==> config.mk <==
export PLATFORM = sky130hd
export DESIGN_NAME = mem_access_unit
export DESIGN_NICKNAME = d
export VERILOG_FILES = /design/src/rtl/mem_access_unit.sv
export SDC_FILE = /design/constraint.sdc
export NUM_CORES = 1
export LEC_CHECK = 0
export ABC_AREA = 1
export CAP_MARGIN = 20
export CORE_MARGIN = 2
export CORE_UTILIZATION = 40
export CTS_BUF_LIST = sky130_fd_sc_hd__clkbuf_8
export DETAILED_ROUTE_END_ITERATION = 8
export HOLD_SLACK_MARGIN = 0.05
export PLACE_DENSITY = 0.75
export SKIP_LAST_GASP = 1
export SYNTH_ARGS = -nofsm -noshare
export SYNTH_HDL_FRONTEND = slang
export SYNTH_SLANG_ARGS = --single-unit
==> constraint.sdc <==
create_clock -name clk -period 3 [get_ports clk]
set_input_delay 0.9 -clock clk [delete_from_list [all_inputs] [get_ports clk]]
set_output_delay 0.9 -clock clk [all_outputs]
set_load 0.02 [all_outputs]
==> src/rtl/mem_access_unit.sv <==
// Memory-port responder: sized loads with lane extract/extend, sub-word stores via read-modify-write.
// Optional define MEM_ALIGN_CHK_EN: reject misaligned halfword/word requests with err instead of forcing alignment.
module mem_access_unit #(
  parameter int MEM_LAT = 1
) (
  input  logic        clk,
  input  logic        reset,
  input  logic        req,
  input  logic        we,
  input  logic [1:0]  size,
  input  logic        sign_ext,
  input  logic [31:0] addr,
  input  logic [31:0] wdata,
  output logic        busy,
  output logic        done,
  output logic [31:0] rdata,
  output logic        err,
  output logic [31:0] MemAddr,
  output logic        MemWr,
  output logic [31:0] MemDataIn,
  input  logic [31:0] MemDataOut
);

  localparam int NUM_LANES = 4;

  typedef enum logic [1:0] {IDLE, RD, WR, DONE} state_t;

  state_t      state_q, state_d;
  logic [2:0]  cnt_q, cnt_d;
  logic        we_q, we_d;
  logic [1:0]  size_q, size_d;
  logic        sext_q, sext_d;
  logic [1:0]  lo_q, lo_d;
  logic [31:0] wdata_q, wdata_d;
  logic [31:0] rdata_q, rdata_d;
  logic        err_q, err_d;
  logic [31:0] mem_addr_q, mem_addr_d;
  logic        mem_wr_q, mem_wr_d;
  logic [31:0] mem_din_q, mem_din_d;
  logic        done_q, done_d;

  logic        misalign;
  logic        req_word;
  logic [NUM_LANES-1:0] be;
  logic [31:0] wrep, merged, shb, load_val;
  logic [15:0] half_v;

  assign req_word = (size == 2'b00) || (size == 2'b11);

`ifdef MEM_ALIGN_CHK_EN
  assign misalign = ((size == 2'b01) && addr[0]) || (req_word && (addr[1:0] != 2'b00));
`else
  assign misalign = 1'b0;
`endif

  // Lane enables and store data replicated across lanes so the merge is a per-byte select.
  always_comb begin
    be   = 4'b1111;
    wrep = wdata_q;
    if (size_q == 2'b10) begin
      be   = 4'b0001 << lo_q;
      wrep = {4{wdata_q[7:0]}};
    end else if (size_q == 2'b01) begin
      be   = lo_q[1] ? 4'b1100 : 4'b0011;
      wrep = {2{wdata_q[15:0]}};
    end
  end

  for (genvar i = 0; i < NUM_LANES; i++) begin : g_lane
    assign merged[8*i +: 8] = be[i] ? wrep[8*i +: 8] : MemDataOut[8*i +: 8];
  end

  assign shb    = MemDataOut >> {lo_q, 3'b000};
  assign half_v = lo_q[1] ? MemDataOut[31:16] : MemDataOut[15:0];

  always_comb begin
    load_val = MemDataOut;
    if (size_q == 2'b10)
      load_val = {{24{sext_q & shb[7]}}, shb[7:0]};
    else if (size_q == 2'b01)
      load_val = {{16{sext_q & half_v[15]}}, half_v};
  end

  always_comb begin
    state_d    = state_q;
    cnt_d      = cnt_q;
    we_d       = we_q;
    size_d     = size_q;
    sext_d     = sext_q;
    lo_d       = lo_q;
    wdata_d    = wdata_q;
    rdata_d    = rdata_q;
    err_d      = err_q;
    mem_addr_d = mem_addr_q;
    mem_din_d  = mem_din_q;
    mem_wr_d   = 1'b0;
    done_d     = 1'b0;
    case (state_q)
      IDLE: if (req) begin
        we_d       = we;
        size_d     = size;
        sext_d     = sign_ext;
        lo_d       = addr[1:0];
        wdata_d    = wdata;
        mem_addr_d = {addr[31:2], 2'b00};
        cnt_d      = 3'd0;
        err_d      = misalign;
        if (misalign) begin
          state_d = DONE;
          done_d  = 1'b1;
        end else if (we && req_word) begin
          state_d   = WR;
          mem_wr_d  = 1'b1;
          mem_din_d = wdata;
        end else begin
          state_d = RD;
        end
      end
      RD: begin
        if (cnt_q == 3'(MEM_LAT)) begin
          if (we_q) begin
            state_d   = WR;
            mem_wr_d  = 1'b1;
            mem_din_d = merged;
          end else begin
            state_d = DONE;
            done_d  = 1'b1;
            rdata_d = load_val;
          end
        end else begin
          cnt_d = cnt_q + 3'd1;
        end
      end
      WR: begin
        state_d = DONE;
        done_d  = 1'b1;
      end
      default: state_d = IDLE;
    endcase
  end

  always_ff @(posedge clk) begin
    if (reset) begin
      state_q    <= IDLE;
      cnt_q      <= 3'd0;
      we_q       <= 1'b0;
      size_q     <= 2'b00;
      sext_q     <= 1'b0;
      lo_q       <= 2'b00;
      wdata_q    <= 32'd0;
      rdata_q    <= 32'd0;
      err_q      <= 1'b0;
      mem_addr_q <= 32'd0;
      mem_wr_q   <= 1'b0;
      mem_din_q  <= 32'd0;
      done_q     <= 1'b0;
    end else begin
      state_q    <= state_d;
      cnt_q      <= cnt_d;
      we_q       <= we_d;
      size_q     <= size_d;
      sext_q     <= sext_d;
      lo_q       <= lo_d;
      wdata_q    <= wdata_d;
      rdata_q    <= rdata_d;
      err_q      <= err_d;
      mem_addr_q <= mem_addr_d;
      mem_wr_q   <= mem_wr_d;
      mem_din_q  <= mem_din_d;
      done_q     <= done_d;
    end
  end

  assign busy      = (state_q != IDLE);
  assign done      = done_q;
  assign rdata     = rdata_q;
  assign err       = err_q;
  assign MemAddr   = mem_addr_q;
  assign MemWr     = mem_wr_q;
  assign MemDataIn = mem_din_q;

endmodule

==> flow_summary.json, run 1 <==
{
  "instances_no_fill": 1704,
  "worstSetupPathType": "reg -> out",
  "grtUsageMet1_pct": 31.0,
  "synth_area_leader_cell": "dfxtp_1",
  "netlist_area_mm2": 0.00773,
  "grt_busiest_layer": "met2",
  "power.total_w": 0.00932,
  "synth.top_cell.area_share_pct": 36.0,
  "post_cts_resized": 0,
  "cts_hold_buf": 0,
  "cts_tree": "yes",
  "peakVddDrop_v": 0.000625,
  "cap_violations": 0,
  "placed_area_mm2": 0.00979,
  "initial_core_util_pct": 41.1,
  "dp_cells": 1672,
  "ys_dominant_reg_cell": "dfxtp_1",
  "slew_violations": 0,
  "clk_path_buf_depth": 2,
  "slew_headroom_pct": 58.0,
  "rsz0062_at_grt": "false",
  "status": "finished clean",
  "yosys_warnings": 0,
  "setup-violations-final": 0,
  "critPathArrivalTime_ns": 1.92,
  "post_drt_wl_per_cell_um": 14.1,
  "fin_crit_ns": 2.82,
  "yosys-top-cells-area": "dfxtp_1 (36%), nand2_1 (17%), nor2_1 (14%)",
  "wirelength_um": 24100,
  "cts_root_buf": "clkbuf_8",
  "core_mm2": 0.0188,
  "setup_slack_ns": 0.180,
  "grt_pass1_vias": 7616,
  "regArea_mm2": 0.00278,
  "hpwl_um": 17800,
  "fin_setup_tns_ns": 0,
  "synthArstFlopShare_pct": 0,
  "via_per_inst": 4.91,
  "critPathLaunchType": "register",
  "syn_avg_cell_area_um2": 6.06,
  "fin_nets": 1540,
  "critPathMaxFanout": 4,
  "grt_max_degree": 46,
  "yosysSeqAreaShare_pct": 36.0,
  "drive_above_1_share_pct": 5.26,
  "grt_pass1_wl_um": 38700,
  "areaGrowthSynthToFinish_pct": 31.4,
  "portBuffers": 199,
  "cts_setup_buffers": 0,
  "fill_cells": 1881,
  "fmax_ghz": 0.355,
  "hold_path_class": "reg -> reg",
  "antenna_found_initial": 0,
  "power_density_mw_per_mm2": 917,
  "dr.pass1.iters": 6,
  "via_count": 8365,
  "grt_use_met3_pct": 6.61,
  "overflow": 0,
  "die_h_um": 143,
  "synth_edf_count": 0,
  "r2r_slack_ns": 0.78,
  "grt.total_usage_pct": 23.9,
  "synthDistinctLibCells": 28,
  "clock-sinks": 139,
  "synthCells": 1277,
  "dp_slack_ns": 0.369,
  "fin_crit_sh_pct": 94.0,
  "die_area_mm2": 0.0205,
  "num_rows": 50,
  "diodes": 0,
  "ant_nets": 0,
  "final_area_mm2": 0.0102,
  "drc": 0,
  "synth-seq-cells": 139,
  "die_w_um": 143,
  "clkSlewWorstSetupHoldPaths_ns": 0.09,
  "leakage_nw": 4.70,
  "gp_congestion": 0.944,
  "first_iter_violations": 566,
  "worst_pin_slew_ns": 0.630,
  "end_kind": "output pin",
  "hold_viol": 0,
  "multi_input_area_mm2": 0.00402,
  "required_ns": 2.10,
  "cts_inserted_buffers": 17,
  "met2_usage_pct": 38.0,
  "clk_latency_ns": 0.47,
  "htree_levels": 4,
  "io-pin-count": 203,
  "skew_ns": 0.0146
}
==> synthesized netlist by cell type, types with 2 or more instances <==
| library cell | n |
|---|---|
| clkinv_1 | 12 |
| nand2_1 | 346 |
| ha_1 | 6 |
| dfxtp_1 | 139 |
| a21oi_1 | 36 |
| nand4_1 | 35 |
| nand3_2 | 2 |
| nand3b_1 | 9 |
| nand2_2 | 8 |
| buf_1 | 4 |
| inv_2 | 5 |
| nand2_4 | 2 |
| buf_2 | 30 |
| clkbuf_1 | 29 |
| o21ai_0 | 100 |
| nor2_4 | 2 |
| buf_4 | 17 |
| nor2_2 | 2 |
| buf_6 | 4 |
| inv_1 | 114 |
| nor2_1 | 289 |
| o21ai_1 | 3 |
| nand3_1 | 78 |
==> cells in the final DEF (no fill, tap or decap), types with 4 or more instances in the layout <==
| cell type | instances |
|---|---|
| nand3b_1 | 9 |
| clkbuf_8 | 18 |
| inv_2 | 7 |
| nand4_1 | 35 |
| nand2_1 | 345 |
| o21ai_0 | 100 |
| clkdlybuf4s50_1 | 199 |
| inv_1 | 114 |
| nor2_1 | 289 |
| ha_1 | 6 |
| buf_4 | 15 |
| dfxtp_1 | 139 |
| nand3_1 | 78 |
| nand2_2 | 9 |
| clkinv_1 | 11 |
| a21oi_1 | 36 |
| clkinvlp_4 | 4 |
==> cell families (layout without fill, tap and decap cells) <==
logic type,Yosys count,count (layout),synth area share [%]
DFF,139,139,36.0
buffers and inverters,216,381,12.2
AOI/OAI and AO/OA,139,139,9.00
other,1,3,0.0485
adders and majority gates,6,6,0.971
and+or+nand+nor,776,776,41.8
==> per-stage QoR <==
| stage | hold slack, ns | utilization [%] |
|---|---|---|
| global route | 0.511 | 54.0 |
| global placement | 0.461 | 52.0 |
| CTS | 0.485 | 54.0 |
| floorplan | 0.451 | - |
| finish | 0.485 | 54.0 |
| detailed placement | 0.472 | 52.0 |
==> power by group <==
| part | total [W] | switching [W] | internal, W | leakage [nW] |
|---|---|---|---|---|
| clock network | 0.00146 | 0.000784 | 0.000676 | 0.183 |
| registers | 0.00278 | 0.000378 | 0.00240 | 1.14 |
| logic | 0.00508 | 0.00315 | 0.00193 | 3.38 |
| total | 0.00932 | 0.00431 | 0.00501 | 4.70 |
==> flip-flops by register name (all words and copies together) (netlist names), 2 cells and up <==
signal	cells
MemDataIn	32
rdata	32
cnt_q	3
size_q	2
state_q	2
MemAddr	30
lo_q	2
wdata_q	32
==> worst max-delay path: stages (launching register included) <==
cell and delay [ns]:
dfxtp_1 0.40, inv_1 0.08, ha_1 0.27, inv_2 0.10, clkdlybuf4s50_1 0.60
==> final timing paths <==
check,cells past startpoint,endpoint,start
worst min-delay path,2,rdata[6],rdata[6]
worst min register to register,2,rdata[6],rdata[6]
worst max register to register,9,MemDataIn[14],size_q[1]
worst max-delay path,4,busy,state_q[0]
==> routing by layer <==
| layer | part of all wire [%] | wire (µm) | vias to the layer above |
|---|---|---|---|
| met2 | 44 | 10700 | 372 |
| met3 | 9.6 | 2300 | 52 |
| met5 | 0 | 0 | - |
| met4 | 2.7 | 640 | 0 |
| met1 | 43 | 10400 | 3689 |
| li1 | - | - | 4252 |
==> area by class of cell <==
cell class                 count  share of cell area (%)
tap                          260                    3.20
clock inverter                14                    1.21
clock buffer                  18                    2.44
sequential                   139                    27.4
timing repair buffer         217                    21.3
multi-input combinational    924                    39.6
inverter                     132                    4.90
Note: power is estimated with default switching activity, not from simulation.
==> run 2: changes to the inputs <==
--- a/config.mk
+++ b/config.mk
@@ -7,10 +7,11 @@
 export LEC_CHECK = 0
 export ABC_AREA = 1
 export CAP_MARGIN = 20
-export CORE_MARGIN = 2
+export CORE_MARGIN = 5
 export CORE_UTILIZATION = 40
 export CTS_BUF_LIST = sky130_fd_sc_hd__clkbuf_8
 export DETAILED_ROUTE_END_ITERATION = 8
+export GPL_TIMING_DRIVEN = 0
 export HOLD_SLACK_MARGIN = 0.05
 export PLACE_DENSITY = 0.75
 export SKIP_LAST_GASP = 1
==> flow_summary.json, run 2 (synthesized netlist as in run 1, its figures left out) <==
{
  "status": "finished clean",
  "grt.total_usage_pct": 24.1,
  "dr.pass1.iters": 6,
  "portBuffers": 199,
  "die_area_mm2": 0.0222,
  "layout_common_cells": "nand2_1 (346), nor2_1 (289), clkdlybuf4s50_1 (199), dfxtp_1 (139), inv_1 (114)",
  "final_util_pct": 55.5,
  "fin_nets": 1606,
  "slew_violations": 0,
  "power_density_mw_per_mm2": 944,
  "hold_path_class": "reg -> reg",
  "drive_above_1_share_pct": 7.09,
  "via_count": 8613,
  "first_iter_violations": 579,
  "cts_setup_buffers": 0,
  "grt_pass1_wl_um": 42400,
  "fin_crit_ns": 2.81,
  "die_w_um": 149,
  "slew_headroom_pct": 58.8,
  "required_ns": 2.10,
  "leakage_nw": 4.88,
  "critPathArrivalTime_ns": 1.91,
  "power_frac_seq_pct": 27.7,
  "peakVddDrop_v": 0.000497,
  "fmax_ghz": 0.356,
  "grt_max_degree": 17,
  "cts_tree": "yes",
  "ant_nets": 0,
  "cts_root_buf": "clkbuf_8",
  "overflow": 0,
  "hold_depth": 2,
  "clk_latency_ns": 0.47,
  "via_per_inst": 4.87,
  "critPathMaxFanout": 4,
  "clkPwrFrac_pct": 17.0,
  "post_cts_resized": 0,
  "worstSetupPathType": "reg -> out",
  "p_int_w": 0.00534,
  "core_mm2": 0.0189,
  "cap_violations": 0,
  "setup_slack_ns": 0.192,
  "die_h_um": 149,
  "fin_crit_sh_pct": 93.6,
  "initial_core_util_pct": 40.9,
  "r2r_slack_ns": 0.90,
  "rsz0062_at_grt": "false",
  "htree_levels": 4,
  "final_common_cell": "nand2_1",
  "power.net_switching_w": 0.00457,
  "areaGrowthSynthToFinish_pct": 35.6,
  "hold_viol": 0,
  "fin_setup_tns_ns": 0,
  "cts_inserted_buffers": 17,
  "diodes": 0,
  "wirelength_um": 27200,
  "setup-violations-final": 0,
  "comb_power_share_pct": 55.3,
  "r2r-start": "state_q[1]",
  "num_rows": 50,
  "clock-sinks": 139,
  "r2r_cells": 10,
  "rr_endpoint": "MemDataIn[9]",
  "timing.hold.ws_ns": 0.471,
  "io-pin-count": 203,
  "cp-startpoint": "state_q[0]",
  "drc": 0,
  "dp_slack_ns": 0.0726,
  "min-delay-start": "rdata[2]",
  "gp_congestion": 0.963,
  "antenna_found_initial": 0,
  "critPathLaunchType": "register",
  "post_drt_wl_per_cell_um": 15.4,
  "dp_cells": 1738,
  "cts_hold_buf": 0,
  "grt_pass1_vias": 8067,
  "whs_endpoint": "rdata[2]",
  "worst_pin_slew_ns": 0.618,
  "clkSlewWorstSetupHoldPaths_ns": 0.08,
  "clk_path_buf_depth": 2,
  "instances_no_fill": 1770,
  "skew_ns": 0.0119,
  "switching_share_pct": 46.1,
  "end_kind": "output pin",
  "hpwl_um": 21600
}
run 2: layout make-up:
cell class / count / area (µm²)
clock inverter: 14 / 184
fill: 1916 / 8400
sequential: 139 / 2780
tap: 260 / 325
clock buffer: 18 / 248
multi-input combinational: 924 / 4010
timing repair buffer: 199 / 1990
buffer: 84 / 447
inverter: 132 / 498
run 2: metal layers:
metal | global-route usage (%) | wire, µm | share of wire (%)
met5 | 0 | 0 | 0
met4 | 6.86 | 537 | 2.0
met3 | 7.32 | 2520 | 9.2
met2 | 40.2 | 12500 | 46
met1 | 30.2 | 11600 | 43
run 2: worst max path at each step:
stage | cells past startpoint | end | slack [ns]
3_5_place_dp | 9 | MemDataIn[10] | 0.07
6_report | 4 | busy | 0.19
3_3_place_gp | 9 | MemDataIn[10] | 0.11
5_1_grt | 4 | busy | 0.1
4_1_cts | 4 | busy | 0.18
2_1_floorplan | 8 | MemDataIn[10] | 1.10
run 2: power groups by stage:
stage	sequential [W]	combinational, W	clock [W]
after floorplan	0.00318	0.00310	0
after global placement	0.00277	0.00535	0
after detailed placement	0.00279	0.00543	0
after CTS	0.00275	0.00546	0.00170
after global routing	0.00281	0.00609	0.00180
final	0.00275	0.00548	0.00168
run 2: stage by stage:
stage               power, W  instance area [µm²]
floorplan            0.00628                 7740
global placement     0.00812                10100
detailed placement   0.00822                10100
CTS                  0.00991                10500
global route          0.0107                10500
finish               0.00991                10500
run 2: critical path, stage by stage (launching register included):
cell and delay (ns):
dfxtp_1 0.39, inv_1 0.09, ha_1 0.25, inv_2 0.10
clkdlybuf4s50_1 0.61
